$ cat config.mk
export PLATFORM = sky130hd
export DESIGN_NAME = xm_mem_interface
export DESIGN_NICKNAME = d
export VERILOG_FILES = /design/src/rtl/xm_pkg.sv /design/src/rtl/xm_lane_steer.sv /design/src/rtl/xm_mem_interface.sv
export SDC_FILE = /design/constraint.sdc
export NUM_CORES = 1
export LEC_CHECK = 0
export ABC_CLOCK_PERIOD_IN_PS = 3460
export BUFFER_PORTS_ARGS = -buffer_cell sky130_fd_sc_hd__buf_2
export CORE_MARGIN = 8
export CORE_UTILIZATION = 50
export CTS_BUF_LIST = sky130_fd_sc_hd__clkbuf_8
export DETAILED_ROUTE_END_ITERATION = 8
export PLACE_DENSITY = 0.82
export SETUP_SLACK_MARGIN = 0.05
export SYNTH_ARGS = -nofsm -noshare
export SYNTH_HDL_FRONTEND = slang
export SYNTH_SLANG_ARGS = --single-unit
$ cat constraint.sdc
create_clock -name clk_i -period 3.46 [get_ports clk_i]
set_input_delay 0.346 -clock clk_i [delete_from_list [all_inputs] [get_ports clk_i]]
set_output_delay 0.346 -clock clk_i [all_outputs]
set_load 0.02 [all_outputs]
$ cat src/rtl/xm_pkg.sv
// rtl/xm_pkg.sv - shared FSM state and lane-select encodings for the memory interface
package xm_pkg;

    localparam logic [1:0] ST_IDLE  = 2'd0;
    localparam logic [1:0] ST_ISSUE = 2'd1;
    localparam logic [1:0] ST_WAIT  = 2'd2;
    localparam logic [1:0] ST_RESP  = 2'd3;

    localparam logic [1:0] WORD_SEL = 2'b00;
    localparam logic [1:0] LO_SEL   = 2'b01;
    localparam logic [1:0] HI_SEL   = 2'b10;
    localparam logic [1:0] ILL_SEL  = 2'b11;

endpackage

$ cat src/rtl/xm_lane_steer.sv
// rtl/xm_lane_steer.sv - byte-lane enables, write-data replication and read-data extraction
module xm_lane_steer
    import xm_pkg::*;
#(
    parameter int WORD = 16
) (
    input  logic [1:0]      cmd_sel_i,
    input  logic [WORD-1:0] cmd_wdata_i,
    output logic [1:0]      cmd_be_o,
    output logic [WORD-1:0] cmd_wdata_o,
    input  logic [1:0]      rsp_sel_i,
    input  logic [WORD-1:0] rsp_rdata_i,
    output logic [WORD-1:0] rsp_rdata_o
);

    always_comb begin
        cmd_be_o    = 2'b11;
        cmd_wdata_o = cmd_wdata_i;
        case (cmd_sel_i)
            LO_SEL, HI_SEL: begin
                cmd_be_o          = cmd_sel_i;
                // Byte writes drive the byte on both lanes; the enable picks the target.
                cmd_wdata_o       = '0;
                cmd_wdata_o[15:0] = {cmd_wdata_i[7:0], cmd_wdata_i[7:0]};
            end
            default: ;
        endcase
    end

    always_comb begin
        rsp_rdata_o = rsp_rdata_i;
        case (rsp_sel_i)
            LO_SEL: begin
                rsp_rdata_o      = '0;
                rsp_rdata_o[7:0] = rsp_rdata_i[7:0];
            end
            HI_SEL: begin
                rsp_rdata_o      = '0;
                rsp_rdata_o[7:0] = rsp_rdata_i[15:8];
            end
            default: ;
        endcase
    end

endmodule

$ cat src/rtl/xm_mem_interface.sv
// rtl/xm_mem_interface.sv - single-outstanding memory bus access FSM with ack timeout
module xm_mem_interface
    import xm_pkg::*;
#(
    parameter int WORD    = 16,
    parameter int TIMEOUT = 15
) (
    input  logic            clk_i,
    input  logic            arst_i,
    input  logic            req_i,
    input  logic            wr_i,
    input  logic [WORD-2:0] addr_i,
    input  logic [1:0]      datSel_i,
    input  logic            badMem_i,
    input  logic [WORD-1:0] wdata_i,
    output logic            bus_req_o,
    output logic            bus_we_o,
    output logic [WORD-2:0] bus_addr_o,
    output logic [1:0]      bus_be_o,
    output logic [WORD-1:0] bus_wdata_o,
    input  logic            bus_ack_i,
    input  logic [WORD-1:0] bus_rdata_i,
    output logic [WORD-1:0] rdata_o,
    output logic            busy_o,
    output logic            done_o,
    output logic            fault_o
);

    localparam logic [3:0] TMO = 4'(TIMEOUT);

    logic [1:0]      state_q, state_d;
    logic [3:0]      cnt_q, cnt_d;
    logic            bus_req_q, bus_req_d;
    logic            we_q, we_d;
    logic [WORD-2:0] addr_q, addr_d;
    logic [1:0]      sel_q, sel_d;
    logic [1:0]      be_q, be_d;
    logic [WORD-1:0] wdata_q, wdata_d;
    logic [WORD-1:0] rdata_q, rdata_d;
    logic            done_q, done_d;
    logic            fault_q, fault_d;

    logic [1:0]      steer_be;
    logic [WORD-1:0] steer_wdata;
    logic [WORD-1:0] steer_rdata;
    logic [3:0]      cnt_inc;
    logic            req_legal;

    // Write-side steering works on the incoming request so the bus fields are captured already formatted.
    xm_lane_steer #(.WORD(WORD)) u_steer (
        .cmd_sel_i   (datSel_i),
        .cmd_wdata_i (wdata_i),
        .cmd_be_o    (steer_be),
        .cmd_wdata_o (steer_wdata),
        .rsp_sel_i   (sel_q),
        .rsp_rdata_i (bus_rdata_i),
        .rsp_rdata_o (steer_rdata)
    );

    assign cnt_inc   = cnt_q + 4'd1;
    assign req_legal = !badMem_i && (datSel_i != ILL_SEL);

    always_comb begin
        state_d   = state_q;
        cnt_d     = cnt_q;
        bus_req_d = bus_req_q;
        we_d      = we_q;
        addr_d    = addr_q;
        sel_d     = sel_q;
        be_d      = be_q;
        wdata_d   = wdata_q;
        rdata_d   = rdata_q;
        done_d    = 1'b0;
        fault_d   = 1'b0;
        case (state_q)
            ST_IDLE: begin
                if (req_i) begin
                    if (req_legal) begin
                        we_d      = wr_i;
                        addr_d    = addr_i;
                        sel_d     = datSel_i;
                        be_d      = steer_be;
                        wdata_d   = steer_wdata;
                        bus_req_d = 1'b1;
                        cnt_d     = 4'd0;
                        state_d   = ST_ISSUE;
                    end else begin
                        fault_d = 1'b1;
                    end
                end
            end
            ST_ISSUE, ST_WAIT: begin
                // Ack is checked first so an ack on the timeout cycle still completes.
                if (bus_ack_i) begin
                    bus_req_d = 1'b0;
                    done_d    = 1'b1;
                    state_d   = ST_RESP;
                    if (!we_q) rdata_d = steer_rdata;
                end else if (cnt_inc == TMO) begin
                    cnt_d     = cnt_inc;
                    bus_req_d = 1'b0;
                    fault_d   = 1'b1;
                    state_d   = ST_IDLE;
                end else begin
                    cnt_d   = cnt_inc;
                    state_d = ST_WAIT;
                end
            end
            ST_RESP: state_d = ST_IDLE;
            default: state_d = ST_IDLE;
        endcase
    end

    always_ff @(posedge clk_i or posedge arst_i) begin
        if (arst_i) begin
            state_q   <= ST_IDLE;
            cnt_q     <= 4'd0;
            bus_req_q <= 1'b0;
            we_q      <= 1'b0;
            addr_q    <= '0;
            sel_q     <= WORD_SEL;
            be_q      <= 2'b00;
            wdata_q   <= '0;
            rdata_q   <= '0;
            done_q    <= 1'b0;
            fault_q   <= 1'b0;
        end else begin
            state_q   <= state_d;
            cnt_q     <= cnt_d;
            bus_req_q <= bus_req_d;
            we_q      <= we_d;
            addr_q    <= addr_d;
            sel_q     <= sel_d;
            be_q      <= be_d;
            wdata_q   <= wdata_d;
            rdata_q   <= rdata_d;
            done_q    <= done_d;
            fault_q   <= fault_d;
        end
    end

    assign bus_req_o   = bus_req_q;
    assign bus_we_o    = we_q;
    assign bus_addr_o  = addr_q;
    assign bus_be_o    = be_q;
    assign bus_wdata_o = wdata_q;
    assign rdata_o     = rdata_q;
    assign busy_o      = (state_q != ST_IDLE);
    assign done_o      = done_q;
    assign fault_o     = fault_q;

endmodule

Word level (Yosys, flattened, before mapping):

Index checks and enable logic that the tools add are counted.
Widths: inputs -> output; s select.

* register bits: 61
* input port bits: 55
* output and inout bits: 54
* word-level logic and storage cells: 62

* add/subtract/negate cells: 1
* equal/unequal tests: 13
* muxes and demuxes: 24
* bitwise gates (word level): 1
* reductions and logical operators: 12

Operator list (number)
* $pmux 16 s2: 1
* $mux 16: 1
* $mux 4: 3
* $mux 1: 10
* $mux 2: 5
* $eq 2x2->1 const B: 4
* $ne 2x2->1 const B: 4
* $pmux 4 s2: 1
* $reduce_and 4->1: 2
* $eq 2x1->1 const B: 3
* $pmux 2 s3: 1
* $reduce_and 3->1: 2
* $add 4x1->4 const B: 1
* $eq 4x4->1 const B: 1
* $pmux 1 s2: 2
* $reduce_bool 2->1: 2
* $reduce_or 2->1: 2
* $ne 3x3->1 const B: 1
* $logic_not 2->1: 1
* $reduce_and 2->1: 1
* $logic_and 1x1->1: 1
* $logic_not 1->1: 1
* $not 1->1: 1

Longest topological paths before layout:

Gate-level depths: netlist of the first run.

* depth in word-level cells: 5
* mapped depth: 8

Cells and area by module:

A second synthesis of the first run with hierarchy kept.

* cell total of the unflattened synthesis: 219
* area total of the unflattened synthesis: 3093.0 um2

By module, submodules not included
* xm_mem_interface: instances 1, cells each 172, area an instance 2706.3 um2, seq. area each 1526.5 um2
* xm_lane_steer: instances 1, cells each 47, area an instance 386.6 um2, seq. area each 0.0 um2

Worst setup path before layout of the first run:

No wires, ideal clock.

* kind: reg2reg
* from: reg sel_q[0]
* to: reg rdata_q[3] (netlist: rdata_o[3])
* arrival: 1.475 ns
* data required time: 3.327 ns
* slack: 1.852 ns
* stages on the path, launching flop included: 8
* path buffers: 2
* clock period less this slack: 1.608 ns
* path through: dfrtp_1 > inv_1 > ha_1 > buf_2 > or2_2 > buf_2 > a22oi_1 > o21ai_0

* longest elaborated chain between the ends: 2

RTL lines
* start, declared: RTL line xm_mem_interface.sv:36 `logic [1:0] sel_q, sel_d;`
* start signal, assigned: RTL line xm_mem_interface.sv:133 `sel_q <= sel_d;`
* $eq 2x2->1 or $eq 2x1->1 (tied branches): RTL line xm_lane_steer.sv:32 `case (rsp_sel_i)`
* $pmux 16 s2 *: RTL line xm_lane_steer.sv:32
* end signal, assigned: RTL line xm_mem_interface.sv:136 `rdata_q <= rdata_d;`
* end, declared: RTL line xm_mem_interface.sv:39 `logic [WORD-1:0] rdata_q, rdata_d;`

Every way passes the cells marked *; elsewhere a longest branch is shown, timed or not.
A chain may end at the register's enable or synchronous reset.

Worst setup path in the final report of the first run:

* from: reg state_q[0]
* to: reg rdata_q[15] (netlist: rdata_o[15])

* longest elaborated chain between the ends: 3

RTL lines
* start, declared: RTL line xm_mem_interface.sv:31 `logic [1:0] state_q, state_d;`
* start signal, assigned: RTL line xm_mem_interface.sv:128 `state_q <= state_d;`
* $eq 2x1->1 or $eq 2x2->1 (tied branches): RTL line xm_mem_interface.sv:75 `case (state_q)`
* $reduce_or 2->1 *: RTL line xm_mem_interface.sv:75
* $reduce_and 3->1 (no line) *

Marked as above.

==> results_dict.tcl, run 1 <==
set metrics [dict create \
    status "completed" \
    io_pins 109 \
    p_seq_frac 0.370 \
    yosysWarnings 0 \
    fmax_mhz 459 \
    gp_congestion 0.817 \
    synth-edff-count 0 \
    grt_pass1_vias 2400 \
    numCtsBuffers 9 \
    path_clk_slew_ns 0.06 \
    path_cells "inv_1 -> ha_1 -> and2_1 -> nand2b_1 -> o21ai_0" \
    hold_violations 0 \
    power_density_mw_per_mm2 946 \
    path_buf_inv 1 \
    antenna_cells 0 \
    drive_above_1_share 0.427 \
    dr_total_vias 2164 \
    die_y_um 90.1 \
    drt-vias-per-instance 5.08 \
    clock-skew-final_ns 0.00342 \
    wl_per_cell_um 15.2 \
    syn_area_mm2 0.00275 \
    clk_latency_ns 0.32 \
    leakagePower_uw 0.00179 \
    report.final.slew_viol_count 0 \
    avgSynthCellArea_um2 11.3 \
    peakVddDrop_mv 0.524 \
    register_area_mm2 0.00153 \
    die_w_um 90.1 \
    cts_resized 0 \
    multiInputGateArea_mm2 0.00109 \
    pwr-share-comb 0.464 \
    period_share 0.629 \
    ant_nets 0 \
    start_kind "register" \
    maxCapViolations 0 \
    synth_most_common_cell "dfrtp_1" \
    worst_r2r_endpoint "rdata_o[15]" \
    cpLargestDelayFamily "simple AND/OR/NAND/NOR gates" \
    criticalPathCategory "reg -> reg" \
    synthCells 242 \
    fin_cells 426 \
    cts_root_buf "clkbuf_8" \
    start_util 0.508 \
    grt_overflow 0 \
    antenna_found_initial 0 \
    die_area_mm2 0.00812 \
    syn_to_final_growth_pct 27.2 \
    core_area_mm2 0.00541 \
    utilization 0.646 \
    critPathCaptureType "register" \
    reg2reg_slack_ns 1.28 \
    synth_common_cells "dfrtp_1, nand2_1, o21ai_0, mux2_2" \
    critPathMaxStageDelay_ns 0.68 \
    gr-usage-all-layers 0.163 \
    rr_worst_depth 5 \
    yosysTopAreaCell "dfrtp_1" \
    setup-violations-final 0 \
    first_iter_violations 66 \
    rsz0062_at_grt "false" \
    p_switching_uw 1390 \
    dp_hpwl_mm 5.06 \
    finalCriticalPeriod_ns 2.18 \
    cts_sinks 61 \
    fill_cells 457 \
    hold_ws_ns 0.129 \
    switching_share 0.422 \
    synth-seq-cells 61 \
    clock_path_buffers 2 \
    p_int_uw 1910 \
    worstReg2RegStart "state_q[0]" \
    grt_max_degree 37 \
    dr.pass1.iters 4 \
    slew_headroom 0.362 \
    fin_tns_setup_ns 0 \
    cts-hold-fix-buffers 0 \
    nNetsFinal 413 \
    pwr-share-clk 0.166 \
    placedCellCount 410 \
    grt_first_pass_wirelength_mm 11.0 \
    ys_types 36 \
    final_area_mm2 0.00349 \
    hold_class "in -> async" \
    wirelength_mm 6.49 \
    cp.required_ns 3.61 \
    rows 27 \
    cts_tree "done" \
    syn_nets 306 \
    ys.flop_type "dfrtp_1" \
    crit_fanout 32 \
    drc_errors 0 \
    worstMarginPinSlew_ns 0.958 \
    placed_cell_area_mm2 0.00331 \
    async_reset_ff_frac 1.00 \
    ys_top_cells_by_area "dfrtp_1, mux2_2, ha_1" \
    ys_seq_area_frac 0.556 \
    postCtsSetupBuffers 0 \
    arrival_ns 2.33 \
    slowest_stage "nand2b_1" \
    h-tree-depth 3 \
    io_buffers 108 \
    synth_top_area_frac 0.556 \
]
-- flip-flops by register name, summed over array words and instances (netlist names) --
signal	cells
state_q	2
rdata_o	16
bus_addr_o	15
fault_o	1
bus_req_o	1
done_o	1
bus_be_o	2
sel_q	2
bus_we_o	1
cnt_q	4
bus_wdata_o	16
-- cell usage in the layout (no fill, tap or decap), types with 2 or more instances in the layout --
master	count
ha_1	9
nor2_1	14
inv_1	11
clkbuf_8	11
nand2_2	2
nand2_1	30
a21oi_1	14
nand2b_1	2
or2_2	2
mux2_1	9
nand4b_1	2
dfrtp_1	61
mux2_2	16
o21ai_0	22
a22oi_1	8
buf_2	108
mux2i_1	8
clkinv_2	3
a22o_1	3
-- how the worst max path moves through the flow --
stage	from	end	cells after the start
2_1_floorplan	arst_i	bus_addr_o[0]	1
3_3_place_gp	state_q[0]	rdata_o[11]	5
3_5_place_dp	state_q[0]	rdata_o[15]	5
4_1_cts	state_q[0]	rdata_o[15]	5
5_1_grt	state_q[1]	rdata_o[2]	6
6_report	state_q[0]	rdata_o[15]	5
-- logic make-up after synthesis --
family          count (synthesis)  synth area share
flops                          61             0.556
mux                            33             0.132
simple gates                   59             0.102
compound gates                 55             0.121
buf+inv                        25            0.0479
fa+ha+maj                       9            0.0410
-- per-stage QoR --
stage                     setup slack [ns]  total power [uW]
after floorplan                       1.60              2280
after global routing                  1.06              3550
final                                 1.28              3300
after detailed placement              1.27              2790
after CTS                             1.25              3350
after global placement                1.32              2730
-- worst reg2reg max path: stages, from the launching register on --
cell and delay (ns):
dfrtp_1 0.37, inv_1 0.05, ha_1 0.42, and2_1 0.23, nand2b_1 0.68, o21ai_0 0.26
-- final cells by class --
| cell class | count | area share |
|---|---|---|
| clock buffers | 11 | 0.0434 |
| well taps | 72 | 0.0258 |
| inverters | 11 | 0.0118 |
| repair buffers | 110 | 0.163 |
| clock inverters | 5 | 0.00753 |
| multi-input cells | 156 | 0.311 |
| flip-flops and latches | 61 | 0.437 |
-- power groups by stage --
stage	combinational, uW	clock [uW]	sequential (uW)
floorplan	713	0	1570
detailed placement	1550	0	1240
global route	1680	599	1270
CTS	1560	563	1220
global placement	1510	0	1220
finish	1530	549	1220
-- layer usage --
layer	share of wire	routed length (um)	GRT usage
met1	0.44	2840	0.189
met2	0.44	2860	0.255
met3	0.11	684	0.0765
met4	0.017	110	0.0652
met5	0	0	0
No activity file was read; power rests on OpenSTA's default activity.
==> run 2, diff against run 1 <==
ABC_CLOCK_PERIOD_IN_PS = 1800   (was 3460)
CORE_UTILIZATION = 45   (was 50)
PLACE_DENSITY = 0.78   (was 0.82)
clock period = 1.8 ns   (was 3.46 ns; I/O delays follow)
==> results_dict.tcl, run 2 (same netlist as run 1, synthesis figures left out) <==
set metrics [dict create \
    status "completed" \
    nNetsFinal 423 \
    first_iter_violations 78 \
    gp_congestion 0.810 \
    period_share 0.902 \
    cts_tree "done" \
    setup_slack_ns 0.176 \
    start_util 0.464 \
    fmax_mhz 616 \
    path_clk_slew_ns 0.07 \
    wl_per_cell_um 14.8 \
    drive_above_1_share 0.442 \
    dp_hpwl_mm 4.85 \
    placedCellCount 419 \
    drt-vias-per-instance 5.00 \
    finalCriticalPeriod_ns 1.62 \
    final_cell_mix "buf_2, dfrtp_1, nand2_1" \
    die_area_mm2 0.00886 \
    hold_class "in -> reg" \
    criticalPathCategory "reg -> reg" \
    slew_headroom 0.700 \
    rows 28 \
    io_buffers 108 \
    peakVddDrop_mv 0.974 \
    cts_root_buf "clkbuf_8" \
    post-place-ws_ns 0.158 \
    hold_violations 0 \
    hold_start "addr_i[14]" \
    cp.required_ns 2.00 \
    grt_pass1_vias 2234 \
    dr_total_vias 2195 \
    rr_worst_depth 7 \
    setup-violations-final 0 \
    cts_resized 0 \
    die_w_um 94.1 \
    cts_sinks 61 \
    layout_commonest_cell "buf_2" \
    min_to "bus_addr_o[14]" \
    gr-usage-all-layers 0.148 \
    maxCapViolations 0 \
    report.final.slew_viol_count 0 \
    leakagePower_uw 0.00188 \
    clock_path_buffers 2 \
    grt_max_degree 62 \
    numCtsBuffers 9 \
    wirelength_mm 6.50 \
    die_y_um 94.1 \
    ant_nets 0 \
    clock-skew-final_ns 0.00711 \
    worstReg2RegStart "state_q[1]" \
    crit_fanout 14 \
    h-tree-depth 3 \
    antenna_found_initial 0 \
    fin_tns_setup_ns 0 \
    syn_to_final_growth_pct 34.1 \
    arrival_ns 1.82 \
    worst_r2r_endpoint "bus_addr_o[12]" \
    antenna_cells 0 \
    power_density_mw_per_mm2 1850 \
    clk_latency_ns 0.32 \
    start_kind "register" \
    drc_errors 0 \
    grt_overflow 0 \
    reg2reg_slack_ns 0.18 \
    hold_depth 2 \
    rsz0062_at_grt "false" \
    critPathCaptureType "register" \
    core_area_mm2 0.00592 \
    fin_cells 439 \
    grt_first_pass_wirelength_mm 10.4 \
    worstMarginPinSlew_ns 0.450 \
    io_pins 109 \
    dr.pass1.iters 4 \
]
## run 2: per-layer routing
layer | share of wire | global-route usage | vias to the layer above
met5 | 0 | 0 | -
met2 | 0.44 | 0.223 | 100
met4 | 0.019 | 0.0674 | 0
met1 | 0.42 | 0.176 | 1013
li1 | - | - | 1069
met3 | 0.12 | 0.0655 | 13
## run 2: worst max-delay path: stages, from the launching register on
cell	delay [ns]
dfrtp_1	0.39
inv_1	0.08
ha_1	0.18
nand2_2	0.08
nor3_4	0.12
buf_4	0.16
buf_12	0.15
mux2_1	0.33
## run 2: power by group
group	internal, uW	leakage (uW)	switching (uW)	total [uW]
combinational	1240	0.00101	1840	3080
clock	858	0.000116	533	1390
sequential	2000	0.000747	345	2350
total	4100	0.00188	2720	6820
## run 2: how the worst max path moves through the flow
stage,endpoint,slack (ns),start,cells past startpoint
finish,bus_addr_o[12],0.18,state_q[1],7
global route,bus_addr_o[12],0.08,state_q[1],7
CTS,bus_addr_o[12],0.14,state_q[0],6
floorplan,bus_addr_o[0],0.11,arst_i,1
global placement,bus_wdata_o[1],0.21,state_q[0],6
detailed placement,bus_addr_o[12],0.16,state_q[1],6
## run 2: area by class of cell
class	instances	area, um2
inverters	11	41.3
clock inverters	5	81.3
flip-flops and latches	61	1530
well taps	75	93.8
fillers	508	2240
clock buffers	11	151
multi-input cells	156	1090
repair buffers	120	701
## run 2: stage by stage
| stage | instance area [um2] | power (uW) | utilization | hold slack (ns) |
|---|---|---|---|---|
| 3_5_place_dp | 3400 | 5470 | 0.574 | 0.268 |
| 5_1_grt | 3680 | 7310 | 0.622 | 0.0560 |
| 6_report | 3680 | 6820 | 0.622 | 0.0732 |
| 4_1_cts | 3640 | 6900 | 0.615 | 0.0579 |
| 2_1_floorplan | 2750 | 4380 | - | 0.297 |
| 3_3_place_gp | 3400 | 5350 | 0.574 | 0.269 |
## run 2: what timing repair did
item	4_1_cts	5_1_grt
hold endpoints to repair	61	0
hold buffers	1	0
endpoints found under the setup margin	0	2
buffers inserted	0	2
